<file path="config.mk">
export PLATFORM = sky130hd
export DESIGN_NAME = ext_alu_fu
export DESIGN_NICKNAME = d
export VERILOG_FILES = /design/src/rtl/ext_alu_fu.sv
export SDC_FILE = /design/constraint.sdc
export NUM_CORES = 1
export LEC_CHECK = 0
export ABC_AREA = 1
export CAP_MARGIN = 5
export CORE_ASPECT_RATIO = 0.7
export CORE_MARGIN = 4
export CORE_UTILIZATION = 35
export CTS_BUF_LIST = sky130_fd_sc_hd__clkbuf_4
export CTS_CLUSTER_SIZE = 8
export DETAILED_ROUTE_END_ITERATION = 7
export GPL_TIMING_DRIVEN = 0
export SETUP_SLACK_MARGIN = 0.15
export SYNTH_ARGS = -nofsm -noshare
export SYNTH_HDL_FRONTEND = slang
export SYNTH_SLANG_ARGS = --single-unit
</file>
<file path="constraint.sdc">
create_clock -name clk -period 9.8 [get_ports clk]
set_input_delay 1.96 -clock clk [delete_from_list [all_inputs] [get_ports clk]]
set_output_delay 1.96 -clock clk [all_outputs]
set_load 0.01 [all_outputs]
</file>
<file path="src/rtl/ext_alu_fu.sv">
// External ALU functional unit: multi-cycle ADD..SRL/MUL (optional DIV) behind the DE<->FU strobe bus.
// Define FU_DIV_EN to make opcode 8 an unsigned restoring divide; otherwise opcode 8 is rejected.
module ext_alu_fu #(
    parameter int DBITS   = 32,
    parameter int ALU_LAT = 2
) (
    input  logic        clk,
    input  logic        reset,
    input  logic [70:0] from_DE_to_FU,
    output logic [34:0] from_FU_to_DE,
    output logic [1:0]  fu_state_dbg
);

    typedef enum logic [1:0] {
        S_IDLE = 2'd0,
        S_BUSY = 2'd1,
        S_DONE = 2'd2
    } state_t;

    localparam int CW = 16;
    localparam logic [3:0] OP_ADD = 4'd0, OP_SUB = 4'd1, OP_AND = 4'd2, OP_OR = 4'd3,
                           OP_XOR = 4'd4, OP_SLL = 4'd5, OP_SRL = 4'd6, OP_MUL = 4'd7,
                           OP_DIV = 4'd8;

    logic             wr_aluop, wr_op1, wr_op2, rd_op3;
    logic [DBITS-1:0] wdata;
    logic [3:0]       opcode;
    logic             opcode_ok;
    logic             unused_bus;

    assign wr_aluop   = from_DE_to_FU[0];
    assign wr_op1     = from_DE_to_FU[1];
    assign wr_op2     = from_DE_to_FU[2];
    assign wdata      = from_DE_to_FU[34:3];
    assign rd_op3     = from_DE_to_FU[35];
    assign unused_bus = ^from_DE_to_FU[70:36];
    assign opcode     = wdata[3:0];
`ifdef FU_DIV_EN
    assign opcode_ok  = (opcode <= OP_DIV);
`else
    assign opcode_ok  = (opcode <= OP_MUL);
`endif

    state_t           state_q, state_d;
    logic [DBITS-1:0] op1_q, op1_d, op2_q, op2_d;
    logic [DBITS-1:0] a_q, a_d, b_q, b_d, acc_q, acc_d;
    logic [3:0]       aluop_q, aluop_d;
    logic [CW-1:0]    cnt_q, cnt_d;
    logic [30:0]      op3_q, op3_d;
    logic             err_q, err_d, ovf_q, ovf_d, done_q, done_d;

    logic [DBITS-1:0] alu_res, mul_acc_next, result;

    always_comb begin
        alu_res = '0;
        case (aluop_q)
            OP_ADD:  alu_res = a_q + b_q;
            OP_SUB:  alu_res = a_q - b_q;
            OP_AND:  alu_res = a_q & b_q;
            OP_OR:   alu_res = a_q | b_q;
            OP_XOR:  alu_res = a_q ^ b_q;
            OP_SLL:  alu_res = a_q << b_q[4:0];
            OP_SRL:  alu_res = a_q >> b_q[4:0];
            default: alu_res = '0;
        endcase
    end

    // Shift-add multiply: a shifts left, b shifts right, one partial product per cycle.
    assign mul_acc_next = acc_q + (b_q[0] ? a_q : '0);

`ifdef FU_DIV_EN
    // Restoring divide: a holds the dividend shifting out and the quotient shifting in.
    logic [DBITS-1:0] rem_q, rem_d, rem_next, quo_next;
    logic [DBITS:0]   rem_sh, rem_sub;
    logic             div_ge;

    assign rem_sh   = {rem_q, a_q[DBITS-1]};
    assign div_ge   = (rem_sh >= {1'b0, b_q});
    assign rem_sub  = rem_sh - {1'b0, b_q};
    assign rem_next = div_ge ? rem_sub[DBITS-1:0] : rem_sh[DBITS-1:0];
    assign quo_next = {a_q[DBITS-2:0], div_ge};
`endif

    always_comb begin
        state_d = state_q;
        op1_d   = op1_q;
        op2_d   = op2_q;
        a_d     = a_q;
        b_d     = b_q;
        acc_d   = acc_q;
        aluop_d = aluop_q;
        cnt_d   = cnt_q;
        op3_d   = op3_q;
        err_d   = err_q;
        ovf_d   = ovf_q;
        done_d  = done_q;
        result  = alu_res;
`ifdef FU_DIV_EN
        rem_d   = rem_q;
`endif
        if (rd_op3) begin
            done_d = 1'b0;
        end
        if (state_q == S_BUSY) begin
            if (wr_aluop || wr_op1 || wr_op2) begin
                err_d = 1'b1;
            end
            if (aluop_q == OP_MUL) begin
                acc_d  = mul_acc_next;
                a_d    = a_q << 1;
                b_d    = b_q >> 1;
                result = mul_acc_next;
            end
`ifdef FU_DIV_EN
            if (aluop_q == OP_DIV) begin
                rem_d  = rem_next;
                a_d    = quo_next;
                result = quo_next;
            end
`endif
            if (cnt_q == '0) begin
                op3_d   = result[30:0];
                ovf_d   = result[DBITS-1] ^ result[DBITS-2];
                done_d  = 1'b1;
                state_d = S_DONE;
`ifdef FU_DIV_EN
                if (aluop_q == OP_DIV && b_q == '0) begin
                    err_d = 1'b1;
                    ovf_d = 1'b1;
                end
`endif
            end else begin
                cnt_d = cnt_q - 1'b1;
            end
        end else begin
            if (wr_op1) op1_d = wdata;
            if (wr_op2) op2_d = wdata;
            if (wr_aluop) begin
                if (opcode_ok) begin
                    aluop_d = opcode;
                    a_d     = op1_d;
                    b_d     = op2_d;
                    acc_d   = '0;
                    err_d   = 1'b0;
                    ovf_d   = 1'b0;
                    done_d  = 1'b0;
                    state_d = S_BUSY;
                    cnt_d   = (opcode >= OP_MUL) ? CW'(DBITS - 1) : CW'(ALU_LAT - 1);
`ifdef FU_DIV_EN
                    rem_d   = '0;
`endif
                end else begin
                    err_d = 1'b1;
                end
            end
        end
    end

    always_ff @(posedge clk) begin
        if (reset) begin
            state_q <= S_IDLE;
            op1_q   <= '0;
            op2_q   <= '0;
            a_q     <= '0;
            b_q     <= '0;
            acc_q   <= '0;
            aluop_q <= '0;
            cnt_q   <= '0;
            op3_q   <= '0;
            err_q   <= 1'b0;
            ovf_q   <= 1'b0;
            done_q  <= 1'b0;
`ifdef FU_DIV_EN
            rem_q   <= '0;
`endif
        end else begin
            state_q <= state_d;
            op1_q   <= op1_d;
            op2_q   <= op2_d;
            a_q     <= a_d;
            b_q     <= b_d;
            acc_q   <= acc_d;
            aluop_q <= aluop_d;
            cnt_q   <= cnt_d;
            op3_q   <= op3_d;
            err_q   <= err_d;
            ovf_q   <= ovf_d;
            done_q  <= done_d;
`ifdef FU_DIV_EN
            rem_q   <= rem_d;
`endif
        end
    end

    assign from_FU_to_DE = {(state_q == S_BUSY), err_q, ovf_q, done_q, op3_q};
    assign fu_state_dbg  = state_q;

endmodule

</file>
==> Word-level counts from Yosys, hierarchy flattened <==
Index checks and enable logic that the tools add are counted.
{ "classes": {"n_lt_le_gt_ge": 2, "muxes": 40, "bitwise_logic": 5, "reduce_logical": 12, "shift": 2, "eq_ne": 12, "n_addsub": 4} }
{ "ops": {"columns": ["op", "n"], "rows": [
  ["2-to-1 mux 32 bit", 17],
  ["one-hot mux 32 bit (7 select lines)", 1],
  ["adder 32 bit", 2],
  ["2-to-1 mux 16 bit", 4],
  ["AND 32 bit", 1],
  ["bitwise OR 32 bit", 1],
  ["left shift 32 x 5 -> 32 bit", 1],
  [">> shifter 32 x 5 -> 32 bit", 1],
  ["subtractor 32 bit", 1],
  ["bitwise XOR 32 bit", 1],
  ["equality test 4 x 3 -> 1 bit, second input constant", 4],
  ["zero test 16 bit", 1],
  ["subtractor 16 x 1 -> 16 bit, second input constant", 1],
  ["2-to-1 mux 1 bit", 13],
  ["AND reduction 3 bit", 4],
  ["equality test 4 x 2 -> 1 bit, second input constant", 2],
  ["2-to-1 mux 2 bit", 4],
  ["inequality test 2 x 1 -> 1 bit, second input constant", 3],
  ["2-to-1 mux 5 bit", 1],
  ["equality test 4 x 1 -> 1 bit, second input constant", 1],
  [">= comparator 4 x 3 -> 1 bit, second input constant", 1],
  ["less-or-equal comparator 4 x 3 -> 1 bit, second input constant", 1],
  ["zero test 4 bit", 1],
  ["AND reduction 2 bit", 2],
  ["6 further kinds", 8]
]} }
{ "word_totals": {"reg_bits": 216, "output_inout_bits": 37, "inputBits": 73} }

==> Longest topological paths before layout <==
Gate-level depths: netlist of the first run.
{ "depth": {"depth_word": 7, "depth_mapped": 30, "depth_no_buf": 28} }

==> Worst setup path before layout of the first run <==
Ideal clock, no wire load.
{ "synth_timing": {"path_type": "register to register", "startpoint": "reg b_q[1]", "endpoint": "reg op3_q[27]", "t_arrival_ps": 3475, "n_path_buf": 2, "t_required_ps": 9683, "setup_time_ps": 117, "stages_incl_launch_ff": 27, "slack_ps": 6208, "path_cell_list": "dfxtp_1 > inv_2 > buf_2 > buf_2 > ha_1 > nand3_2 > nor3_2 > nand3_1 > nor2_2 > nand4_1 > nand2_1 > o21ai_2 > o21bai_1 > xor2_1 > ha_1 > nand2_1 > inv_1 > nand2_1 > nand2_1 > o21bai_1 > a21oi_1 > nand2_1 > or2_2 > nand3_1 > nand3_1 > nor2_1 > nor2_1"} }
{ "synth_via": {"elab_chain_cells": 4, "elab_cells_between_ends": 7, "classes_between": "add/sub: 2; shift: 2; mux: 3"} }
{ "synth_rtl": {"columns": ["item", "line", "text"], "rows": [
  ["start: declaration", "46", "logic [DBITS-1:0] a_q, a_d, b_q, b_d, acc_q, acc_d;"],
  ["start signal: assignment", "165", "b_q <= '0;"],
  ["start signal: assignment", "181", "b_q <= b_d;"],
  ["subtractor 32 bit, or another cell as far along", "58", "OP_SUB: alu_res = a_q - b_q;"],
  ["one-hot mux 32 bit (7 select lines) *", "56", "case (aluop_q)"],
  ["2-to-1 mux 32 bit *", "108", "if (aluop_q == OP_MUL) begin"],
  ["2-to-1 mux 32 bit *", "104", "if (state_q == S_BUSY) begin"],
  ["end signal: assignment", "185", "op3_q <= op3_d;"],
  ["end: declaration", "49", "logic [30:0] op3_q, op3_d;"]
]} }
Every way passes the cells marked *; elsewhere a longest branch is shown, timed or not. The select of a mux whose other input is x is not followed.
A chain may end at the register's enable or synchronous reset.

==> Final worst setup path of the first run <==
{ "layout_timing": {"startpoint": "reg state_q[0] (netlist: fu_state_dbg[0])", "endpoint": "out from_FU_to_DE[34]"} }
{ "layout_via": {"elab_chain_cells": 1} }
{ "layout_rtl": {"columns": ["item", "line", "text"], "rows": [
  ["start: declaration", "44", "state_t state_q, state_d;"],
  ["start signal: assignment", "177", "state_q <= state_d;"],
  ["equality test 2 x 1 -> 1 bit", "195", "assign from_FU_to_DE = {(state_q == S_BUSY), err_q, ovf_q, done_q, op3_q};"],
  ["end: declaration", "10", "output logic [34:0] from_FU_to_DE,"]
]} }
Every way passes these cells.

==> summary by stage, run 1 <==
Power and ir drop
In this run, the clock network consumes 27.6% of the power. In this run switching power makes up around 44% of total power. The ratio of total power to cell area is between 100 and 150 nW/um^2. For this design the total switching power over the nets is 1.30 mW. Summed over all cells, the static leakage comes to about 9.5 nW. The power consumption is 2.96 mW.

Of the total power, registers draw ~34%. The internal power contribution is between 1.5 and 2 mW. Across the VDD grid, the largest voltage drop is slightly above 0.00006 V. The power share of the combinational group is approximately two fifths.

Synth
The top cell type by area accounts for between 20% and 30% of the synthesized area. The post-synthesis cell area is between 15000 and 20000 sq um. After synthesis, the share of flip-flops with an asynchronous set or reset is 0%. A synthesized cell averages approximately 6 sq um. The most used flip-flop cell after synthesis is sky130_fd_sc_hd__dfxtp_1. The synthesized design contains 216 register bits. Synthesis handed over a netlist of 3093 instances. The number of different library cells in the post-synthesis netlist is between 50 and 60.

The synthesized design contains 0 enable-type register cells. The number of nets produced by synthesis is around 3300. Sequential cells were found to cover approximately a quarter of the synthesized design area. The post-synthesis cell type with the largest combined area is sky130_fd_sc_hd__dfxtp_1.

Ranked by total cell area, the synthesized netlist is headed by sky130_fd_sc_hd__dfxtp_1, sky130_fd_sc_hd__nand2_1, sky130_fd_sc_hd__ha_1, sky130_fd_sc_hd__a21oi_1, sky130_fd_sc_hd__nor2_1. The total number of yosys warnings is 0.

Detailed routing
The met2 wirelength from detailed routing is between 30 and 40 mm. After detailed routing, the average wire length per cell comes to 24.2 um. The detail route stage leaves a number of antenna-violating nets equal to 0. The DRC marker count from the first detailed-route iteration is 3401. The detailed router put a total of 44.1 mm of wire on met1. The top routing layer in use is met5. The number of iterations in the first detailed-routing pass is 6. After detailed routing, the number of vias per cell comes to approximately 5.7. For this run, design rule violations remaining after detail routing come to 0. The detailed-route via count is ~22000. The amount of wire on met3 after detailed routing is roughly 14 mm.

The final layout contains routed wiring with a total length of around 96 mm.

Placement
The instance area after placement is a little over 20000 sq um. The global placement routability congestion is approximately 1.2. The placed instance count is between 3000 and 4000.

During placement, the flow inserted port buffers numbering 72. The post-placement worst setup slack is 4.86 ns. The detailed-placement wirelength estimate is 77.5 mm.

Run status
The flow ran to the end, and the final reports show no timing, DRC or antenna violations.

Timing
The worst path in the final design needs a cycle of 5.88 ns, including I/O delays and setup. The number of endpoints with negative hold slack in the final report was 0. The final critical path takes up 60.0% of the cycle. For the final database, setup skew stands at between 0.07 and 0.08 ns. After routing, the total negative slack on setup checks comes to 0 ns. The final critical-path setup slack is just under 4 ns.

Hold is met by around 0.46 ns. Based on the critical path, the design can be clocked at up to around 170 MHz. For the pin with the worst max-slew slack, the measured transition is between 1 and 1.5 ns. Headroom to the max-slew limit came out at around 28%. The final-report max-slew violation count is 0. Setup violations remaining at the end of the flow were counted as 0.

Setup repair after global routing left no endpoint under its margin.

Clock tree
The number of setup buffers added after CTS is 0. The CTS H-tree depth is 2. The clock tree from TritonCTS is done. The maximum clock insertion buffer count is 3. The number of clock buffers inserted by TritonCTS is 59. The clock reaches the later pin of the worst-skew pair after just under 0.9 ns. Clock tree synthesis found a total of ~220 sinks. The cell sitting at the root of the clock tree is a sky130_fd_sc_hd__clkbuf_4. After clock tree synthesis, the clock-pin slew on the worst setup and hold paths is 0.06 ns. Gates resized during post-CTS repair numbered 0. The number of hold buffers added after CTS is 0.

Global routing
The number of global-route vias before repair is approximately 20000. Entering global routing, the biggest net connects 17 pins. The initial antenna violation count came to 3. Global routing finished with a remaining overflow of 0. Global routing used about 32% of the available tracks. The first-pass GRT wire length is 136 mm.

Critical path
The setup slack on the worst flop-to-flop path is roughly 4.8 ns. The critical path required time is about 7.8 ns. The launch point of the worst path is fu_state_dbg[0]. STA classifies the critical path startpoint as a flop.

The cell repeated most along the worst path is sky130_fd_sc_hd__clkbuf_1. The largest individual stage delay along the critical path comes from the cell sky130_fd_sc_hd__clkbuf_1. Of all nets on the critical path, the largest fanout is 10. In this run the critical register-to-register path is captured at op3_q[27].

The data arrival time of the worst path is 3.92 ns. The signal on the critical path passes through inv_1 > nor2_2 > clkbuf_1 > clkbuf_1 > buf_2 > buf_4 > clkdlybuf4s50_1. The category of the critical setup timing path is reg2out. The largest single stage delay on the critical path is 0.77 ns. The beginning of the worst register-to-register path is b_q[1]. Counting cells, the worst reg-to-reg path comes to 24. The worst setup path is captured at an output port.

Cells and area
After the flow finishes, the layout carries non-filler instances totaling just under 4000. The share of the core filled with cells is around two fifths. The fraction of final layout cells with drive strength greater than 1 is 7.04%. The number of filler cells placed in the layout is about 6000.

In the final layout, flip-flops and latches occupy 4320 sq um. For this run, the post-layout net count is 3430. The post-route cell area is about 21000 sq um. In the final layout, the multi-input gates occupy roughly 12000 sq um.

The area growth from synthesis to layout is 12.3%.

Floorplanning
The die extent in x is roughly 280 um. The floorplan has 70 rows. Once the floorplan was initialized, standard cells occupied between 30% and 40% of the core. The chip height is 201 um. The core footprint is about 52000 sq um.

During I/O placement, the number of pins put on the boundary was 110. The floorplan step defined a die boundary enclosing between 50000 and 60000 sq um.

Min path
The endpoint with the worst hold slack is aluop_q[3]. Along the worst hold path, the cell count comes to 2. In this run the worst hold path is classified as reg2reg. The startpoint of the lowest-slack hold path is aluop_q[3].

Job
Across the run, the number of max-cap violations was 0.
-- sequential cells by signal, summed over array words and instances, names as in the netlist --
name	flops
cnt_q	16
ovf_q	1
op3_q	31
op1_q	32
done_q	1
fu_state_dbg	2
err_q	1
op2_q	32
aluop_q	4
b_q	32
acc_q	32
a_q	32
-- Yosys cell counts, types with 5 or more instances --
cell type / number
sky130_fd_sc_hd__nand2_1: 1008
sky130_fd_sc_hd__a21oi_1: 304
sky130_fd_sc_hd__nor2_1: 272
sky130_fd_sc_hd__inv_1: 260
sky130_fd_sc_hd__dfxtp_1: 216
sky130_fd_sc_hd__nand3_1: 196
sky130_fd_sc_hd__ha_1: 129
sky130_fd_sc_hd__o21ai_0: 129
sky130_fd_sc_hd__clkbuf_1: 75
sky130_fd_sc_hd__a31oi_1: 71
sky130_fd_sc_hd__buf_2: 63
sky130_fd_sc_hd__xor2_1: 51
sky130_fd_sc_hd__o21ai_1: 48
sky130_fd_sc_hd__nand4_1: 26
sky130_fd_sc_hd__nor3_1: 24
sky130_fd_sc_hd__a221oi_1: 22
sky130_fd_sc_hd__o211ai_1: 20
sky130_fd_sc_hd__inv_2: 18
sky130_fd_sc_hd__o21bai_1: 17
sky130_fd_sc_hd__nand2_2: 11
sky130_fd_sc_hd__buf_1: 10
sky130_fd_sc_hd__or2_2: 9
sky130_fd_sc_hd__a21oi_2: 8
sky130_fd_sc_hd__nor4_1: 7
sky130_fd_sc_hd__or2_1: 7
sky130_fd_sc_hd__xnor2_1: 7
sky130_fd_sc_hd__a21o_1: 6
sky130_fd_sc_hd__nand3b_1: 6
sky130_fd_sc_hd__nor2_2: 6
sky130_fd_sc_hd__o2111ai_1: 6
sky130_fd_sc_hd__buf_4: 5
sky130_fd_sc_hd__buf_6: 5
sky130_fd_sc_hd__o21a_1: 5
-- how the worst max path moves through the flow --
stage                              to  cells after the start
floorplan                   op3_q[27]                     26
global placement    from_FU_to_DE[34]                      7
detailed placement  from_FU_to_DE[34]                      7
CTS                 from_FU_to_DE[34]                      7
global route        from_FU_to_DE[34]                      7
finish              from_FU_to_DE[34]                      7
-- critical path, delay by kind of cell (launching register included) --
| kind | cells | cell delay, ns |
|---|---|---|
| buffers and inverters | 6 | 2.46 |
| DFF | 1 | 0.33 |
| and+or+nand+nor | 1 | 0.30 |
-- kinds of logic after synthesis --
logic type	count (synthesis)	share of synthesized area, %
flip-flops	216	23.3
adder cells (fa/ha/maj)	131	8.92
AO/OA/AOI/OAI	658	20.0
XOR/XNOR	58	2.74
buffers and inverters	439	9.63
AND/OR/NAND/NOR	1588	35.2
multiplexers	3	0.162
-- final cells by class --
| cell class | instances | area share, % |
|---|---|---|
| Tap cell | 684 | 4.11 |
| Timing Repair Buffer | 72 | 3.46 |
| Inverter | 281 | 5.07 |
| Clock buffer | 84 | 3.03 |
| Multi-Input combinational cell | 2438 | 59.7 |
| Sequential cell | 216 | 20.8 |
| Antenna cell | 4 | 0.0481 |
| Clock inverter | 16 | 0.343 |
| Buffer | 158 | 3.50 |
-- power groups by stage --
stage / logic (mW) / clock network [mW] / registers (mW)
after global routing: 1.22 / 0.877 / 1.01
final: 1.14 / 0.817 / 1.01
after global placement: 1.10 / 0 / 1.02
after detailed placement: 1.09 / 0 / 1.02
after CTS: 1.10 / 0.833 / 1.01
after floorplan: 0.679 / 0 / 1.00
-- cell usage in the layout (no fill, tap or decap), types with 5 or more instances in the layout --
master,synthesis,final
sky130_fd_sc_hd__a21o_1,6,6
sky130_fd_sc_hd__a21oi_1,304,304
sky130_fd_sc_hd__a21oi_2,8,8
sky130_fd_sc_hd__a221oi_1,22,22
sky130_fd_sc_hd__a31oi_1,71,71
sky130_fd_sc_hd__buf_1,10,10
sky130_fd_sc_hd__buf_2,63,63
sky130_fd_sc_hd__buf_4,5,5
sky130_fd_sc_hd__buf_6,5,5
sky130_fd_sc_hd__clkbuf_1,75,75
sky130_fd_sc_hd__clkbuf_4,0,84
sky130_fd_sc_hd__clkdlybuf4s50_1,0,72
sky130_fd_sc_hd__clkinv_1,2,14
sky130_fd_sc_hd__dfxtp_1,216,216
sky130_fd_sc_hd__ha_1,129,129
sky130_fd_sc_hd__inv_1,260,260
sky130_fd_sc_hd__inv_2,18,18
sky130_fd_sc_hd__nand2_1,1008,1008
sky130_fd_sc_hd__nand2_2,11,11
sky130_fd_sc_hd__nand3_1,196,196
sky130_fd_sc_hd__nand3b_1,6,6
sky130_fd_sc_hd__nand4_1,26,26
sky130_fd_sc_hd__nor2_1,272,272
sky130_fd_sc_hd__nor2_2,6,6
sky130_fd_sc_hd__nor3_1,24,24
sky130_fd_sc_hd__nor4_1,7,7
sky130_fd_sc_hd__o2111ai_1,6,6
sky130_fd_sc_hd__o211ai_1,20,20
sky130_fd_sc_hd__o21a_1,5,5
sky130_fd_sc_hd__o21ai_0,129,129
sky130_fd_sc_hd__o21ai_1,48,48
sky130_fd_sc_hd__o21bai_1,17,17
sky130_fd_sc_hd__or2_1,7,7
sky130_fd_sc_hd__or2_2,9,9
sky130_fd_sc_hd__xnor2_1,7,7
sky130_fd_sc_hd__xor2_1,51,51
-- metal layers --
metal | global-route usage [%] | vias to the layer above
met5 | 1.08 | -
met1 | 48.2 | 10400
met4 | 8.70 | 4
met3 | 13.7 | 173
li1 | - | 10500
met2 | 40.8 | 1285
Note: power is estimated with default switching activity, not from simulation.
==> inputs of run 2 (changes only) <==
==> constraint.sdc (replaced) <==
create_clock -name clk -period 5.2 [get_ports clk]
set_input_delay 1.04 -clock clk [delete_from_list [all_inputs] [get_ports clk]]
set_output_delay 1.04 -clock clk [all_outputs]
set_load 0.01 [all_outputs]
==> summary by stage, run 2 (synthesis results as in run 1) <==
Critical path
The sort of element at the start of the critical path is a flop. The beginning of the worst register-to-register path is b_q[1]. The category of the critical setup timing path is reg2out. The data arrival time of the worst path is 3.91 ns. The endpoint of the most critical register-to-register path is op3_q[27]. The critical path required time is 4.16 ns.

The depth of the most critical reg-to-reg path is 24. The setup slack on the worst flop-to-flop path is about 0.4 ns. Of all nets on the critical path, the largest fanout is 10.

The nature of the critical path endpoint is an output port.

Power and ir drop
For this design the ratio of total power to cell area is 268 nW/um^2. The switching power total is between 2 and 2.5 mW. The power consumption is between 5 and 6 mW. In this run, the combinational gates consume 38.3% of the power. The clock network accounts for around 28% of the total power. Cell internal power was estimated by the tool at ~3.1 mW. The sequential share of power is about a third.

Of the total power, the share spent switching nets is 43.7%. IR analysis of the VDD net gives a maximum drop of about 0.00011 V. For this design the static power due to leakage is approximately 9.5 nW.

Timing
Setup slack closes at roughly 0.25 ns. Setup repair after global routing left no endpoint under its margin. The relative slew slack is between 20% and 30%.

The highest clock rate is 202 MHz. The final critical path takes up roughly 95% of the cycle. The number of endpoints with negative hold slack in the final report is 0.

The worst-case clock skew is slightly below 0.09 ns. The time the worst path needs with I/O delays and setup is roughly 5 ns. For the pin with the worst max-slew slack, the measured transition is 1.09 ns. Setup violations remaining at the end of the flow were counted as 0. Setup total negative slack on the finished layout was measured at 0 ns.

The final-report max-slew violation count is 0.

Global routing
The initial antenna violation count is 3. Entering global routing, the biggest net connects 17 pins. The overall fraction of global-route tracks in use is roughly 32%. Summed over all layers, the global routing overflow is 0.

The first global-routing pass estimated between 100 and 150 mm of wire. The number of global-route vias before repair is ~20000.

Clock tree
The number of setup buffers added after CTS is 0. Clock-pin slew was measured on the worst setup and hold paths at about 0.060 ns. TritonCTS built the clock tree. For the worst-skew pair, the clock arrives at the later sink with an insertion delay of approximately 0.88 ns. In this run the deepest clock path goes through 3 buffers. The number of sinks driven by the clock tree is 216. The H-tree was split into 2 levels. The clock root buffer master is sky130_fd_sc_hd__clkbuf_4. In this run, CTS created clock tree buffers numbering 59.

Detailed routing
The DRC marker count from the first detailed-route iteration is approximately 3400. The detailed-route DRC error count is 0. After detailed routing, the number of vias per cell comes to 5.66. The wire length per cell is roughly 24 um. The detailed-route via count is 22400. The routed design has 95.8 mm of wire. The first detailed-routing pass ran for 6 iterations. The post-detailed-route count of antenna-violating nets is 0.

Cells and area
Leaving out fill and tap cells, the most frequent cell in the layout is sky130_fd_sc_hd__nand2_1. Cells fill ~40% of the core in the end. The area growth from synthesis to layout is 12.4%.

At the end of the flow, the number of nets in the layout was between 3000 and 4000. In the layout the commonest cells are sky130_fd_sc_hd__nand2_1, sky130_fd_sc_hd__a21oi_1, sky130_fd_sc_hd__nor2_1. The fraction of final layout cells with drive strength greater than 1 is roughly 7.1%.

Placement
The detailed-placement wirelength estimate is slightly below 80 mm. The number of buffer cells added on primary ports is between 70 and 80. Routability-driven placement finished with a final weighted congestion of approximately 1.2. The post-placement worst setup slack is 0.404 ns.

Floorplanning
The die covers between 50000 and 60000 sq um. The core footprint is between 50000 and 60000 sq um. After floorplanning, the core was divided into 70 placement rows. The chip height is ~200 um. The initial utilization of the core area, before any placement, comes to between 30% and 40%.

110 I/O pins were placed. The die extent in x is ~280 um.

Run status
The run finished with clean final reports.

Job
The number of maximum-capacitance violations is 0.

Min path
The min-delay analysis places its worst path in the category reg2reg. The count of cells along the worst hold path is 2. The startpoint of the lowest-slack hold path is aluop_q[3]. The worst hold path terminates at aluop_q[3].
run 2: cell types whose count changed in the layout (fill, tap and decap cells not counted), sizes merged:
| cell | previous run | this run |
|---|---|---|
| clkbuf | 159 | 160 |
| buf | 83 | 82 |
| diode | 4 | 3 |
run 2: worst max-delay path by stage:
stage                    start           endpoint  slack (ns)
2_1_floorplan           b_q[1]          op3_q[27]        1.61
3_3_place_gp            b_q[1]          op3_q[27]        0.30
3_5_place_dp            b_q[1]          op3_q[27]        0.40
4_1_cts        fu_state_dbg[0]  from_FU_to_DE[34]        0.27
5_1_grt        fu_state_dbg[0]  from_FU_to_DE[34]        0.15
6_report       fu_state_dbg[0]  from_FU_to_DE[34]        0.25
run 2: final cells by class:
cell class / instances / area (sq um)
antenna: 3 / 7.51
buffer: 158 / 731
timing repair buffer: 72 / 721
tap: 684 / 856
sequential: 216 / 4320
clock buffer: 84 / 631
inverter: 281 / 1060
clock inverter: 16 / 71.3
fill: 5856 / 31500
multi-input combinational: 2438 / 12400
run 2: through the flow:
step           instances  hold WS, ns  cell area [sq um]
6_report            3952        0.461              20800
5_1_grt             3952        0.490              20800
4_1_cts             3949        0.461              20800
3_5_place_dp        3849        0.447              20100
3_3_place_gp        3849        0.446              20100
2_1_floorplan       3093        0.430              18500
run 2: power groups by stage:
stage / combinational (mW) / sequential (mW) / clock, mW
final: 2.14 / 1.90 / 1.54
after global routing: 2.30 / 1.91 / 1.65
after detailed placement: 2.05 / 1.93 / 0
after CTS: 2.06 / 1.89 / 1.57
after floorplan: 1.28 / 1.89 / 0
after global placement: 2.06 / 1.93 / 0
run 2: timing repair:
action,4_1_cts,5_1_grt
gates resized for setup,0,3
endpoints found under the setup margin,0,3
hold buffers,0,0
run 2: layer usage:
layer  wire, um  global-route usage (%)  up-vias
met5        107                    1.08        -
met4       2850                    8.70        4
met3      14500                    13.7      177
met2      34500                    40.8     1284
met1      43800                    48.2    10400
li1           -                       -    10500
run 2: critical path, cell delays in order, from the launching register on:
cell	delay [ns]
sky130_fd_sc_hd__dfxtp_1	0.33
sky130_fd_sc_hd__inv_1	0.06
sky130_fd_sc_hd__nor2_2	0.30
sky130_fd_sc_hd__clkbuf_1	0.76
sky130_fd_sc_hd__clkbuf_1	0.49
sky130_fd_sc_hd__buf_2	0.45
sky130_fd_sc_hd__buf_4	0.18
sky130_fd_sc_hd__clkdlybuf4s50_1	0.52
